<file path="src/rtl/vga_timing_gen_if.sv">
// vga_timing_gen_if
//   Bundles the raster timing outputs of vga_timing_gen so they travel as
//   one port into the pixel/colour stage and the sync output pins.
//
//   Signals:
//     pix_en      one-clk strobe marking each pixel step
//     hsync       horizontal sync, at the generator's SYNC_POL when active
//     vsync       vertical sync, at the generator's SYNC_POL when active
//     display_on  high while (hpos, vpos) is inside the visible area
//     hpos        current column, 0..H_TOTAL-1
//     vpos        current line, 0..V_TOTAL-1
//     line_start  one-clk pulse when hpos becomes 0
//     frame_start one-clk pulse when (hpos, vpos) becomes (0, 0)
//
//   Modports:
//     master  the timing generator that drives every signal
//     slave   any consumer of the raster timing
interface vga_timing_gen_if #(
  parameter int POS_W = 10
);

  logic             pix_en;
  logic             hsync;
  logic             vsync;
  logic             display_on;
  logic [POS_W-1:0] hpos;
  logic [POS_W-1:0] vpos;
  logic             line_start;
  logic             frame_start;

  modport master (
    output pix_en,
    output hsync,
    output vsync,
    output display_on,
    output hpos,
    output vpos,
    output line_start,
    output frame_start
  );

  modport slave (
    input pix_en,
    input hsync,
    input vsync,
    input display_on,
    input hpos,
    input vpos,
    input line_start,
    input frame_start
  );

endinterface

</file>
<file path="src/rtl/vga_timing_gen.sv">
// vga_timing_gen
//   VGA raster timing generator. Divides clk down to a pixel cadence
//   (pix_en), walks a column/line counter pair across the full raster
//   (visible area plus porches and sync), and produces registered hsync,
//   vsync, display_on and line/frame start pulses aligned with hpos/vpos.
//   Defaults describe 640x480 inside an 800x525 total raster.
//
//   Ports:
//     clk    system clock
//     reset  synchronous, active-low reset
//     vga    vga_timing_gen_if.master carrying pix_en, hsync, vsync,
//            display_on, hpos, vpos, line_start, frame_start
//
//   Every output is a flop; no input reaches an output combinationally.
module vga_timing_gen #(
  parameter int CLK_DIV   = 2,
  parameter int H_DISPLAY = 640,
  parameter int H_FRONT   = 16,
  parameter int H_SYNC    = 96,
  parameter int H_BACK    = 48,
  parameter int V_DISPLAY = 480,
  parameter int V_FRONT   = 10,
  parameter int V_SYNC    = 2,
  parameter int V_BACK    = 33,
  parameter int SYNC_POL  = 0,
  parameter int POS_W     = 10
) (
  input  logic             clk,
  input  logic             reset,
  vga_timing_gen_if.master vga
);

  localparam int H_TOTAL = H_DISPLAY + H_FRONT + H_SYNC + H_BACK;
  localparam int V_TOTAL = V_DISPLAY + V_FRONT + V_SYNC + V_BACK;

  // Geometry and divider sanity checks at elaboration time.
  if (H_TOTAL >= (1 << POS_W) || V_TOTAL >= (1 << POS_W)) begin : g_bad_geometry
    $error("vga_timing_gen: H_TOTAL or V_TOTAL does not fit in POS_W bits");
  end

  if (CLK_DIV < 1 || CLK_DIV > 16) begin : g_bad_div
    $error("vga_timing_gen: CLK_DIV must be in 1..16");
  end

  // A 4-bit divider covers the whole 1..16 range.
  localparam logic [3:0]       DIV_LAST = 4'(CLK_DIV - 1);

  localparam logic [POS_W-1:0] H_LAST   = POS_W'(H_TOTAL - 1);
  localparam logic [POS_W-1:0] V_LAST   = POS_W'(V_TOTAL - 1);
  localparam logic [POS_W-1:0] H_VIS    = POS_W'(H_DISPLAY);
  localparam logic [POS_W-1:0] V_VIS    = POS_W'(V_DISPLAY);
  localparam logic [POS_W-1:0] HS_FIRST = POS_W'(H_DISPLAY + H_FRONT);
  localparam logic [POS_W-1:0] HS_LAST  = POS_W'(H_DISPLAY + H_FRONT + H_SYNC - 1);
  localparam logic [POS_W-1:0] VS_FIRST = POS_W'(V_DISPLAY + V_FRONT);
  localparam logic [POS_W-1:0] VS_LAST  = POS_W'(V_DISPLAY + V_FRONT + V_SYNC - 1);

  localparam logic SYNC_ON  = (SYNC_POL != 0);
  localparam logic SYNC_OFF = !SYNC_ON;

  logic [3:0]       div_cnt;
  logic [3:0]       div_next;
  logic             step;
  logic [POS_W-1:0] hpos_q;
  logic [POS_W-1:0] vpos_q;
  logic [POS_W-1:0] h_next;
  logic [POS_W-1:0] v_next;
  logic             h_sync_zone;
  logic             v_sync_zone;
  logic             visible;
  logic             pix_en_q;
  logic             hsync_q;
  logic             vsync_q;
  logic             display_q;
  logic             line_q;
  logic             frame_q;

  // The pixel step fires on the edge that leaves div_cnt == CLK_DIV-1, so
  // pix_en rises on that same edge and the counters move with it. With
  // CLK_DIV = 1 div_cnt sits at 0 and every edge is a step.
  always_comb begin
    step     = (div_cnt == DIV_LAST);
    div_next = step ? 4'd0 : div_cnt + 4'd1;
  end

  // Next raster position. Outside a step the position simply holds, which
  // lets the sync/display decode below run unconditionally.
  always_comb begin
    h_next = hpos_q;
    v_next = vpos_q;
    if (step) begin
      if (hpos_q == H_LAST) begin
        h_next = '0;
        v_next = (vpos_q == V_LAST) ? '0 : vpos_q + 1'b1;
      end else begin
        h_next = hpos_q + 1'b1;
      end
    end
  end

  // Decode from the next-state position so the registered sync/display
  // flags describe the same pixel that hpos/vpos show after the edge.
  always_comb begin
    h_sync_zone = (h_next >= HS_FIRST) && (h_next <= HS_LAST);
    v_sync_zone = (v_next >= VS_FIRST) && (v_next <= VS_LAST);
    visible     = (h_next < H_VIS) && (v_next < V_VIS);
  end

  // Reset parks the position on the last raster pixel so the first pixel
  // step after release wraps cleanly to (0, 0) and raises frame_start.
  always_ff @(posedge clk) begin
    if (!reset) begin
      div_cnt   <= 4'd0;
      pix_en_q  <= 1'b0;
      hpos_q    <= H_LAST;
      vpos_q    <= V_LAST;
      hsync_q   <= SYNC_OFF;
      vsync_q   <= SYNC_OFF;
      display_q <= 1'b0;
      line_q    <= 1'b0;
      frame_q   <= 1'b0;
    end else begin
      div_cnt   <= div_next;
      pix_en_q  <= step;
      hpos_q    <= h_next;
      vpos_q    <= v_next;
      hsync_q   <= h_sync_zone ? SYNC_ON : SYNC_OFF;
      vsync_q   <= v_sync_zone ? SYNC_ON : SYNC_OFF;
      display_q <= visible;
      line_q    <= step && (h_next == '0);
      frame_q   <= step && (h_next == '0) && (v_next == '0);
    end
  end

  assign vga.pix_en      = pix_en_q;
  assign vga.hsync       = hsync_q;
  assign vga.vsync       = vsync_q;
  assign vga.display_on  = display_q;
  assign vga.hpos        = hpos_q;
  assign vga.vpos        = vpos_q;
  assign vga.line_start  = line_q;
  assign vga.frame_start = frame_q;

endmodule
</file>
<file path="src/flat_wrapper.sv">
// flat-port wrapper written by rule: the top's interface ports become plain ports
module vga_timing_gen_flat 
#(
  parameter int CLK_DIV   = 2,
  parameter int H_DISPLAY = 640,
  parameter int H_FRONT   = 16,
  parameter int H_SYNC    = 96,
  parameter int H_BACK    = 48,
  parameter int V_DISPLAY = 480,
  parameter int V_FRONT   = 10,
  parameter int V_SYNC    = 2,
  parameter int V_BACK    = 33,
  parameter int SYNC_POL  = 0,
  parameter int POS_W     = 10
)
  (clk, reset, vga_pix_en, vga_hsync, vga_vsync, vga_display_on, vga_hpos, vga_vpos, vga_line_start, vga_frame_start);
  vga_timing_gen_if #(.POS_W(POS_W)) vga_i ();
  input  logic clk;
  input  logic reset;
  output wire logic [$bits(vga_i.pix_en)-1:0] vga_pix_en;
  output wire logic [$bits(vga_i.hsync)-1:0] vga_hsync;
  output wire logic [$bits(vga_i.vsync)-1:0] vga_vsync;
  output wire logic [$bits(vga_i.display_on)-1:0] vga_display_on;
  output wire logic [$bits(vga_i.hpos)-1:0] vga_hpos;
  output wire logic [$bits(vga_i.vpos)-1:0] vga_vpos;
  output wire logic [$bits(vga_i.line_start)-1:0] vga_line_start;
  output wire logic [$bits(vga_i.frame_start)-1:0] vga_frame_start;
  assign vga_pix_en = vga_i.pix_en;
  assign vga_hsync = vga_i.hsync;
  assign vga_vsync = vga_i.vsync;
  assign vga_display_on = vga_i.display_on;
  assign vga_hpos = vga_i.hpos;
  assign vga_vpos = vga_i.vpos;
  assign vga_line_start = vga_i.line_start;
  assign vga_frame_start = vga_i.frame_start;
  vga_timing_gen #(.CLK_DIV(CLK_DIV), .H_DISPLAY(H_DISPLAY), .H_FRONT(H_FRONT), .H_SYNC(H_SYNC), .H_BACK(H_BACK), .V_DISPLAY(V_DISPLAY), .V_FRONT(V_FRONT), .V_SYNC(V_SYNC), .V_BACK(V_BACK), .SYNC_POL(SYNC_POL), .POS_W(POS_W)) u_core (.clk(clk), .reset(reset), .vga(vga_i));
endmodule
</file>
<file path="config.mk">
export PLATFORM = sky130hd
export DESIGN_NAME = vga_timing_gen_flat
export DESIGN_NICKNAME = d
export VERILOG_FILES = /design/src/rtl/vga_timing_gen_if.sv /design/src/rtl/vga_timing_gen.sv /design/src/flat_wrapper.sv
export SDC_FILE = /design/constraint.sdc
export NUM_CORES = 1
export LEC_CHECK = 0
export BUFFER_PORTS_ARGS = -buffer_cell sky130_fd_sc_hd__buf_2
export CORE_ASPECT_RATIO = 0.9
export CORE_MARGIN = 2
export CORE_UTILIZATION = 39
export DETAILED_ROUTE_END_ITERATION = 6
export GPL_TIMING_DRIVEN = 1
export HOLD_SLACK_MARGIN = 0.02
export RECOVER_POWER = 100
export SLEW_MARGIN = 15
export SYNTH_ARGS = -nofsm -noshare
export SYNTH_HDL_FRONTEND = slang
export SYNTH_SLANG_ARGS = --single-unit
export TNS_END_PERCENT = 100
</file>
<file path="constraint.sdc">
create_clock -name clk -period 2.8 [get_ports clk]
set_input_delay 0.84 -clock clk [delete_from_list [all_inputs] [get_ports clk]]
set_output_delay 0.84 -clock clk [all_outputs]
set_load 0.005 [all_outputs]
</file>
Word level (Yosys, flattened, before mapping). Cells that the tools add are included. W data, S select, Z words.

Register bits after elaboration: 30. Input port bits: 2. Output and inout bits: 26. Word-level logic and storage cells: 37.

Add/sub/neg operators: 3. Order comparisons: 6. Equality and inequality tests: 3. Muxes and demuxes: 7. Bitwise operators: 1. Reductions and logical operators: 8.

Operators by type and width (count): $mux W10 (5); $add A10 B1 Y10 const B (2); $eq A10 B10 Y1 const B (2); $logic_not A10 Y1 (2); $ge A10 B10 Y1 const B (1); $ge A10 B9 Y1 const B (1); $le A10 B10 Y1 const B (1); $le A10 B9 Y1 const B (1); $lt A10 B10 Y1 const B (1); $lt A10 B9 Y1 const B (1); $logic_and A1 B1 Y1 (5); $add A4 B1 Y4 const B (1); $eq A4 B1 Y1 const B (1); $mux W1 (2); $reduce_or A2 Y1 (1); $not A1 Y1 (1).

Longest topological paths before layout. Gate-level depths: netlist of run 1.

Depth after elaboration: 7. Mapped depth: 9.

Worst setup path after synthesis of run 1. Ideal clock, no wire load.

Path type: flip-flop to flip-flop. Start point: register u_core.div_cnt[0]. End point: register u_core.frame_q (netlist: u_core.vga.frame_start). Setup time: 0.088 ns. Arrival time: 2.368 ns. Required time: 2.712 ns. Path slack: 0.344 ns. Stages on the path, launching flop included: 9. Buffers on the path: 1. Cells stage by stage: dfxtp_1 ha_1 or3b_1 clkbuf_1 nor4_1 xnor2_1 and2_1 or4b_1 nor4_2.

Longest elaborated chain between the ends: 5. Elaborated cells on any way between the ends: 7.

Ends and longest elaborated chain: start, declared (line vga_timing_gen.sv:60) `logic [3:0] div_cnt;`; start signal, assigned (line vga_timing_gen.sv:122) `div_cnt <= div_next;`; $eq A4 B1 Y1 * (line vga_timing_gen.sv:81) `step = (div_cnt == DIV_LAST);`; $mux W10 (line vga_timing_gen.sv:90) `if (step) begin`; $logic_not A10 Y1 (line vga_timing_gen.sv:130) `frame_q <= step && (h_next == '0) && (v_next == '0);`; $logic_and A1 B1 Y1 (line vga_timing_gen.sv:130); $logic_and A1 B1 Y1 * (line vga_timing_gen.sv:130); end signal, assigned (line vga_timing_gen.sv:130); end, declared (line vga_timing_gen.sv:75) `logic frame_q;`.

Every way passes the cells marked *; elsewhere a longest branch is shown, timed or not. A chain may end at the register's enable or synchronous reset.

Worst setup path in the final report of run 1. Ends and elaborated chain as after synthesis.

==> flow_summary.ini, run 1 <==
[final_layout]
register_area_um2 = 601
areaGrowthSynthToFinish_pct = 16.3
postLayoutCellArea_um2 = 1980
num_antenna_cells = 0
final_core_utilization_pct = 47.9
final_layout_size_suffix_gt1_share_pct = 19.0
post_layout_nonfiller_instances = 280
multi_input_area_um2 = 1010
final_net_count = 238
fillCellCount = 445

[critical_path]
cell_with_the_largest_stage_delay_on_the_worst_path = sky130_fd_sc_hd__or4b_1
worstSetupPathType = flop to flop
worstRegToRegCells = 7
crit_start = u_core.div_cnt[0]$_SDFF_PP0_
cp-end-kind = flop
ff2ff_setup_slack_ns = 0.22
data_required_time_at_the_worst_endpoint_ns = 3.00
regToRegStartpoint = u_core.div_cnt[0]$_SDFF_PP0_
cpLargestDelayFamily = simple AND/OR/NAND/NOR gates
critical-path-max-stage-delay_ns = 0.50
critical_path.n_buffers_inverters = 0
crit_top_cell = sky130_fd_sc_hd__nor4_2
worst_setup_path_start_kind = flop
timing.critical_path.arrival_ns = 2.78
timing.critical_path.cells = ha_1 > or3b_4 > nor4_2 > xnor2_1 > and2_1 > or4b_1 > nor4_2
cell_depth_of_the_worst_setup_path = 7
cp_max_fo = 7

[clocking]
ctsHoldBuffers = 0
htree_num_levels = 2
ctsLongestPathBuffers = 2
cts_made_buffers = 5
path_clk_slew_ns = 0.07
post_cts.repair.setup_buffers = 0
clk_root_buffer_cell = sky130_fd_sc_hd__clkbuf_8
clkSinkCount = 30
clock_latency_ns = 0.29
cts_tree = done

[timing]
finalWorstSetupSlack_ns = 0.220
max_clock_freq_mhz = 388
slew_viol_final = 0
hold_ws_ns = 0.466
tns_ns = 0
max_slew.worst_pin.slew_ns = 0.548
finalHoldViolations = 0
clock_skew_ns = 0.00713
timing.final.crit_period_ns = 2.58
setup_violations = 0
rsz0062_at_grt = no
layout_worst_path_cycle_share_pct = 92.1
maxSlewHeadroom_pct = 63.2

[logic_synthesis]
synth.lib_cells_used.distinct = 54
synth_enable_flop_cells = 0
syn_area_um2 = 1700
post_synth_main_area_contributors = sky130_fd_sc_hd__dfxtp_1 35%, sky130_fd_sc_hd__xnor2_1 4.1%, sky130_fd_sc_hd__nand2_1 3.8%, sky130_fd_sc_hd__ha_1 3.7%, sky130_fd_sc_hd__nand3_1 3.2%
post-synth-top-count-cell = sky130_fd_sc_hd__dfxtp_1
synth_largest_area_cell = sky130_fd_sc_hd__dfxtp_1
synth_async_sr_flop_share_pct = 0
syn-instance-count = 198
synth_sequential_area_ratio_pct = 35.3
synthesis.nets = 205
ys_top_cells_by_count = 30 x sky130_fd_sc_hd__dfxtp_1, 17 x sky130_fd_sc_hd__nand2_1, 11 x sky130_fd_sc_hd__nand3_1
syn_area_per_cell_um2 = 8.59
ys.warnings.count = 0
synth.ff_latch_count = 30
synthDominantCellAreaShare_pct = 35.3
synth_top_flop_cell = sky130_fd_sc_hd__dfxtp_1

[power]
total_power_mw = 1.46
max-vdd-ir-drop_v = 0.000272
power_report.internal_total_mw = 0.913
power-per-cell-area_nw_per_um2 = 739
net-switching-power_mw = 0.550
share_clk_of_total_power_pct = 25.1
seq_power_share_pct = 37.8
power.leakage_nw = 0.798
comb_power_share_pct = 37.1
switching_share_pct = 37.6

[routing]
wl_per_cell_um = 15.0
vias = 1530
detailedRoute.firstPassIterationCount = 4
final_antenna_net_count = 0
detail_route.iter0.violations = 102
post_drt_via_cell_ratio = 5.46
routed_wl_mm = 4.21
post-route-drc-count = 0

[placement]
dpl-instance-area_um2 = 1910
dpl.hpwl_mm = 3.11
gp_congestion = 0.918
io_buffer_count = 27
pre_cts_slack_ns = 0.104
placed_cells = 272

[status]
run_status = completed

[grt]
grt.total_usage_pct = 18.6
grt_remaining_overflow = 0
global_route_wire_length_before_repair_mm = 6.84
number_of_antenna_violations_at_the_first_check_in_global_routing = 0
pin_count_of_the_biggest_net_entering_global_routing = 14
via_count_of_the_first_global_routing_pass = 1325

[floorplanning]
dieArea_um2 = 4900
initial_core_util_pct = 41.2
num_rows = 22
ioPinCount = 28
die-height_um = 66.6
coreArea_um2 = 4130
floorplan.die.width_um = 73.6

[hold_path]
min-delay-path-class = flop to flop
timing.hold.worst.start = u_core.div_cnt[0]$_SDFF_PP0_
worstHoldPathCells = 1

[run]
maxCapViolations = 0
-- area by class of cell --
| class | instances | area share [%] |
|---|---|---|
| multi-input cells | 149 | 51.2 |
| flip-flops and latches | 30 | 30.4 |
| repair buffers | 38 | 9.30 |
| clock buffers | 6 | 4.17 |
| well taps | 48 | 3.04 |
| inverters | 7 | 1.33 |
| clock inverters | 2 | 0.633 |
-- power groups by stage --
| stage | clock network [mW] | registers, mW | logic (mW) |
|---|---|---|---|
| after floorplan | 0 | 0.532 | 0.419 |
| after global placement | 0 | 0.562 | 0.564 |
| after detailed placement | 0 | 0.561 | 0.559 |
| final | 0.367 | 0.553 | 0.542 |
| after global routing | 0.398 | 0.562 | 0.609 |
| after CTS | 0.380 | 0.552 | 0.562 |
-- registers in the layout, indices dropped and copies added, names as in the netlist --
| signal | count |
|---|---|
| u_core.div_cnt | 4 |
| u_core.vga.line_start | 1 |
| u_core.vga.hsync | 1 |
| u_core.vga.pix_en | 1 |
| u_core.vga.display_on | 1 |
| u_core.vga.vsync | 1 |
| u_core.vga.frame_start | 1 |
| u_core.vga.vpos | 10 |
| u_core.vga.hpos | 10 |
-- per-layer routing --
metal	global-route usage, %	up-vias	wire (um)
met5	0	-	0
met4	6.14	0	58
met3	6.35	5	192
met2	23.5	31	1690
met1	28.3	702	2270
li1	-	792	-
-- cells by family after synthesis --
| logic type | after synthesis | synth area share [%] |
|---|---|---|
| compound gates | 40 | 16.0 |
| fa+ha+maj | 5 | 3.68 |
| buf+inv | 19 | 5.37 |
| simple gates | 93 | 34.0 |
| flops | 30 | 35.3 |
| xor+xnor | 11 | 5.67 |
-- repair_timing --
item,CTS,global route
endpoints found under the setup margin,0,1
endpoints found under the hold margin,0,0
resized for setup,0,2
-- worst register-to-register path: stages (launching register included) --
cell and delay [ns]:
sky130_fd_sc_hd__dfxtp_1 0.37, sky130_fd_sc_hd__ha_1 0.18, sky130_fd_sc_hd__or3b_4 0.44, sky130_fd_sc_hd__nor4_2 0.35
sky130_fd_sc_hd__xnor2_1 0.19, sky130_fd_sc_hd__and2_1 0.21, sky130_fd_sc_hd__or4b_1 0.50, sky130_fd_sc_hd__nor4_2 0.25
-- path summary, 6_finish.rpt --
path / end
setup reg to reg: u_core.vga.frame_start$_SDFF_PN0_
hold / removal: u_core.div_cnt[0]$_SDFF_PP0_
hold reg to reg: u_core.div_cnt[0]$_SDFF_PP0_
setup / recovery: u_core.vga.frame_start$_SDFF_PN0_
-- placed cells by master (no fill, tap or decap), types with 3 or more instances in the layout --
master and n:
sky130_fd_sc_hd__a21o_1 3, sky130_fd_sc_hd__a21oi_1 9, sky130_fd_sc_hd__and2_1 5, sky130_fd_sc_hd__and3_1 6, sky130_fd_sc_hd__buf_2 18, sky130_fd_sc_hd__buf_4 5, sky130_fd_sc_hd__clkbuf_1 15, sky130_fd_sc_hd__clkbuf_8 6
sky130_fd_sc_hd__dfxtp_1 30, sky130_fd_sc_hd__ha_1 5, sky130_fd_sc_hd__inv_1 7, sky130_fd_sc_hd__nand2_1 17, sky130_fd_sc_hd__nand3_1 11, sky130_fd_sc_hd__nand4_1 3, sky130_fd_sc_hd__nor2_1 9, sky130_fd_sc_hd__nor2b_1 4
sky130_fd_sc_hd__nor3_1 9, sky130_fd_sc_hd__o211ai_1 4, sky130_fd_sc_hd__o21ai_0 11, sky130_fd_sc_hd__or3_1 4, sky130_fd_sc_hd__xnor2_1 8, sky130_fd_sc_hd__xor2_1 3
Note: power is estimated with default switching activity, not from simulation.
==> run 2: changes to the inputs <==
Settings changed: CORE_UTILIZATION 39 to 35.
Clock period 2.8 ns to 3.3 ns, I/O delays scaled along.
==> run 2 against run 1 <==
Core utilization fell by 7.7 points. Critical path depth increased by 1. Die area up 11%.
==> flow_summary.ini, run 2 (synthesis results as in run 1) <==
[timing]
setup_violations = 0
maxSlewHeadroom_pct = 42.8
clock_skew_ns = 0.00733
max_slew.worst_pin.slew_ns = 0.858
tns_ns = 0
rsz0062_at_grt = no
max_clock_freq_mhz = 344
slew_viol_final = 0
layout_worst_path_cycle_share_pct = 88.1
finalHoldViolations = 0
timing.final.crit_period_ns = 2.91

[grt]
via_count_of_the_first_global_routing_pass = 1423
grt_remaining_overflow = 0
global_route_wire_length_before_repair_mm = 6.59
pin_count_of_the_biggest_net_entering_global_routing = 23
grt.total_usage_pct = 15.3
number_of_antenna_violations_at_the_first_check_in_global_routing = 0

[clocking]
postCtsResizedCells = 0
ctsLongestPathBuffers = 2
cts_tree = done
ctsHoldBuffers = 0
post_cts.repair.setup_buffers = 0
clkSinkCount = 30
path_clk_slew_ns = 0.06
clock_latency_ns = 0.28
htree_num_levels = 2
cts_made_buffers = 5
clk_root_buffer_cell = sky130_fd_sc_hd__clkbuf_8

[final_layout]
register_area_um2 = 601
multi_input_area_um2 = 991
post_layout_nonfiller_instances = 289
areaGrowthSynthToFinish_pct = 13.0
layout.cells.most_common = sky130_fd_sc_hd__dfxtp_1
most-common-layout-cells = 30 x sky130_fd_sc_hd__dfxtp_1, 21 x sky130_fd_sc_hd__buf_2, 17 x sky130_fd_sc_hd__nand2_1, 11 x sky130_fd_sc_hd__nand3_1, 11 x sky130_fd_sc_hd__clkbuf_1
final_net_count = 231
num_antenna_cells = 0
final_core_utilization_pct = 40.3
final_layout_size_suffix_gt1_share_pct = 16.1
postLayoutCellArea_um2 = 1920
fillCellCount = 505

[placement]
gp_congestion = 0.848
io_buffer_count = 27
dpl.hpwl_mm = 2.88
placed_cells = 282
dpl-instance-area_um2 = 1880

[floorplanning]
die-height_um = 70.1
floorplan.die.width_um = 77.5
num_rows = 24
ioPinCount = 28
initial_core_util_pct = 35.6
coreArea_um2 = 4770
dieArea_um2 = 5430

[critical_path]
data_required_time_at_the_worst_endpoint_ns = 3.46
timing.critical_path.cells = ha_1 > and4_1 > nand4_1 > clkbuf_1 > o21ai_1 > or2_0 > or3_1 > a311o_1
ff2ff_setup_slack_ns = 0.39
regToRegStartpoint = u_core.vga.hpos[0]$_SDFF_PN1_
cp_max_fo = 11
worstRegToRegCells = 8
worst_setup_path_start_kind = flop
reg2reg_to = u_core.vga.hsync$_SDFF_PN1_
critical_path.n_buffers_inverters = 1
timing.critical_path.arrival_ns = 3.07
cell_with_the_largest_stage_delay_on_the_worst_path = sky130_fd_sc_hd__clkbuf_1
critical-path-max-stage-delay_ns = 0.40
cp-end-kind = flop
crit_start = u_core.vga.hpos[0]$_SDFF_PN1_
cpLargestDelayFamily = simple AND/OR/NAND/NOR gates
worstSetupPathType = flop to flop

[routing]
detail_route.wirelength.met1_mm = 2.06
detailedRoute.firstPassIterationCount = 4
post-route-drc-count = 0
post_drt_via_cell_ratio = 5.26
met2WireLength_mm = 1.68
routed_wl_mm = 3.97
detailroute.wirelength.met3_um = 164
final_antenna_net_count = 0
topRoutingLayerUsed = met4
vias = 1521
detail_route.iter0.violations = 85
wl_per_cell_um = 13.7

[status]
run_status = completed

[hold_path]
min-delay-path-class = flop to flop
timing.hold.worst.start = u_core.div_cnt[0]$_SDFF_PP0_
worstHoldPathCells = 1
hold_end = u_core.div_cnt[0]$_SDFF_PP0_

[power]
power.leakage_nw = 0.766
max-vdd-ir-drop_v = 0.000177
power-per-cell-area_nw_per_um2 = 610

[run]
maxCapViolations = 0
==> run 2: how the worst max path moves through the flow <==
stage | to | slack (ns) | cells past startpoint
after floorplan | u_core.vga.frame_start$_SDFF_PN0_ | 0.84 | 8
after global placement | u_core.vga.frame_start$_SDFF_PN0_ | 0.60 | 7
after detailed placement | u_core.vga.frame_start$_SDFF_PN0_ | 0.56 | 7
after CTS | u_core.vga.frame_start$_SDFF_PN0_ | 0.54 | 7
after global routing | u_core.vga.hsync$_SDFF_PN1_ | 0.21 | 8
final | u_core.vga.hsync$_SDFF_PN1_ | 0.39 | 8
==> run 2: per-stage QoR <==
| step | setup slack, ns | total power, mW | hold WS [ns] |
|---|---|---|---|
| after floorplan | 0.844 | 0.807 | 0.433 |
| after global placement | 0.598 | 0.922 | 0.456 |
| after detailed placement | 0.561 | 0.923 | 0.463 |
| after CTS | 0.541 | 1.20 | 0.476 |
| after global routing | 0.207 | 1.25 | 0.512 |
| final | 0.393 | 1.17 | 0.469 |
==> run 2: cell type report <==
cell class                 instances  share of cell area (%)
clock buffer                       7                    3.97
inverter                           7                    1.37
multi-input combinational        149                    51.6
sequential                        30                    31.3
tap                               65                    4.23
timing repair buffer              31                    7.62
==> run 2: per-layer routing <==
metal	GRT usage, %	up-vias
met2	22.7	31
met5	0	-
met4	5.36	0
met1	21.3	707
met3	4.26	6
li1	-	777
==> run 2: where the power goes <==
part | leakage, nW | switching [mW] | internal (mW)
Clock | 0.0383 | 0.128 | 0.145
Combinational | 0.483 | 0.239 | 0.186
Sequential | 0.244 | 0.0718 | 0.403
==> run 3: changes to the inputs <==
Settings changed: CORE_UTILIZATION 35 to 40, SLEW_MARGIN 15 to not set.
==> run 3 against run 2 <==
Combinational power up 0.9%. Routed wire length rose by 2.9%. Flip-flop and latch count did not move. Critical path type unchanged. Highest routed layer unchanged.
==> flow_summary.ini, run 3 (synthesis results as in run 1) <==
[status]
run_status = completed

[placement]
gp_congestion = 0.981
io_buffer_count = 27
pre_cts_slack_ns = 0.631
dpl-instance-area_um2 = 1870
dpl.hpwl_mm = 2.99
placed_cells = 266

[final_layout]
final_core_utilization_pct = 47.0
postLayoutCellArea_um2 = 1910
layout.cells.most_common = sky130_fd_sc_hd__dfxtp_1
final_layout_size_suffix_gt1_share_pct = 15.5
post_layout_nonfiller_instances = 274
most-common-layout-cells = 30 x sky130_fd_sc_hd__dfxtp_1, 19 x sky130_fd_sc_hd__buf_2, 17 x sky130_fd_sc_hd__nand2_1, 14 x sky130_fd_sc_hd__clkbuf_1, 11 x sky130_fd_sc_hd__nand3_1
areaGrowthSynthToFinish_pct = 12.6
fillCellCount = 425
final_net_count = 232
num_antenna_cells = 0

[timing]
max_slew.worst_pin.slew_ns = 0.940
rsz0062_at_grt = no
clock_skew_ns = 0.00471
maxSlewHeadroom_pct = 37.3
finalWorstSetupSlack_ns = 0.568
slew_viol_final = 0
setup_violations = 0
max_clock_freq_mhz = 366
tns_ns = 0
hold_ws_ns = 0.483
layout_worst_path_cycle_share_pct = 82.8
timing.final.crit_period_ns = 2.73
finalHoldViolations = 0

[routing]
final_antenna_net_count = 0
detailedRoute.firstPassIterationCount = 4
vias = 1523
detail_route.iter0.violations = 94
post_drt_via_cell_ratio = 5.56
routed_wl_mm = 4.08
post-route-drc-count = 0
wl_per_cell_um = 14.9

[floorplanning]
die-height_um = 65.9
floorplan.die.width_um = 72.7
num_rows = 22
ioPinCount = 28
dieArea_um2 = 4790
initial_core_util_pct = 41.7
coreArea_um2 = 4070

[clocking]
clk_root_buffer_cell = sky130_fd_sc_hd__clkbuf_8
clock_latency_ns = 0.28
clkSinkCount = 30
ctsHoldBuffers = 0
postCtsResizedCells = 0
path_clk_slew_ns = 0.06
htree_num_levels = 2
cts_tree = done
ctsLongestPathBuffers = 2
post_cts.repair.setup_buffers = 0
cts_made_buffers = 5

[grt]
met1_usage_pct = 29.6
via_count_of_the_first_global_routing_pass = 1340
global_route_wire_length_before_repair_mm = 6.90
globalRoute.busiestLayer = met1
grtUsageMet3_pct = 4.88
pin_count_of_the_biggest_net_entering_global_routing = 23
number_of_antenna_violations_at_the_first_check_in_global_routing = 0
groute.layer.met2.usage_pct = 24.8
grt_remaining_overflow = 0
grt.total_usage_pct = 18.9

[critical_path]
crit_top_cell = sky130_fd_sc_hd__nor4_1
cp_max_fo = 7
critical-path-max-stage-delay_ns = 0.51
timing.critical_path.arrival_ns = 2.92
worstSetupPathType = flop to flop
regToRegStartpoint = u_core.div_cnt[0]$_SDFF_PP0_
worst_setup_path_start_kind = flop
ff2ff_setup_slack_ns = 0.57
cp-end-kind = flop
timing.critical_path.cells = ha_1 > or3b_1 > nor4_1 > xnor2_1 > and2_0 > or4b_1 > nor4_1
data_required_time_at_the_worst_endpoint_ns = 3.49
worstRegToRegCells = 7
reg2reg_to = u_core.vga.frame_start$_SDFF_PN0_
cell_with_the_largest_stage_delay_on_the_worst_path = sky130_fd_sc_hd__or3b_1

[hold_path]
hold_end = u_core.div_cnt[0]$_SDFF_PP0_
timing.hold.worst.start = u_core.div_cnt[0]$_SDFF_PP0_
min-delay-path-class = flop to flop
worstHoldPathCells = 1

[run]
maxCapViolations = 0

[power]
power-per-cell-area_nw_per_um2 = 628
power.leakage_nw = 0.769
max-vdd-ir-drop_v = 0.000384
total_power_mw = 1.20
## run 3: critical path, delay by kind of cell (launching register included)
kind | cells | cell delay, ns
XOR/XNOR | 1 | 0.20
flip-flops | 1 | 0.38
AND/OR/NAND/NOR | 5 | 1.89
adder cells (fa/ha/maj) | 1 | 0.17
## run 3: worst max path at each step
| stage | start | to | slack [ns] | cells past startpoint |
|---|---|---|---|---|
| finish | u_core.div_cnt[0]$_SDFF_PP0_ | u_core.vga.frame_start$_SDFF_PN0_ | 0.57 | 7 |
| global route | u_core.div_cnt[0]$_SDFF_PP0_ | u_core.vga.frame_start$_SDFF_PN0_ | 0.30 | 8 |
| CTS | u_core.div_cnt[0]$_SDFF_PP0_ | u_core.vga.frame_start$_SDFF_PN0_ | 0.61 | 7 |
| detailed placement | u_core.div_cnt[0]$_SDFF_PP0_ | u_core.vga.frame_start$_SDFF_PN0_ | 0.63 | 7 |
| global placement | u_core.div_cnt[0]$_SDFF_PP0_ | u_core.vga.frame_start$_SDFF_PN0_ | 0.64 | 7 |
| floorplan | u_core.div_cnt[0]$_SDFF_PP0_ | u_core.vga.frame_start$_SDFF_PN0_ | 0.84 | 8 |
## run 3: layout make-up
type / instances / area [um2] / share of cell area, %
repair buffers: 32 / 144 / 7.52
multi-input cells: 149 / 992 / 51.8
clock inverters: 1 / 5.00 / 0.261
well taps: 48 / 60.1 / 3.14
inverters: 7 / 26.3 / 1.37
clock buffers: 7 / 86.3 / 4.51
flip-flops and latches: 30 / 601 / 31.4
## run 3: routing by layer
layer	wire length [um]	share of wire (%)
met5	0	0
met4	34	0.83
met3	230	5.6
met2	1670	41
met1	2150	53
## run 3: where the power goes
group | total (mW) | internal [mW] | switching [mW]
Clock | 0.298 | 0.168 | 0.130
Sequential | 0.476 | 0.403 | 0.0728
Combinational | 0.428 | 0.186 | 0.243
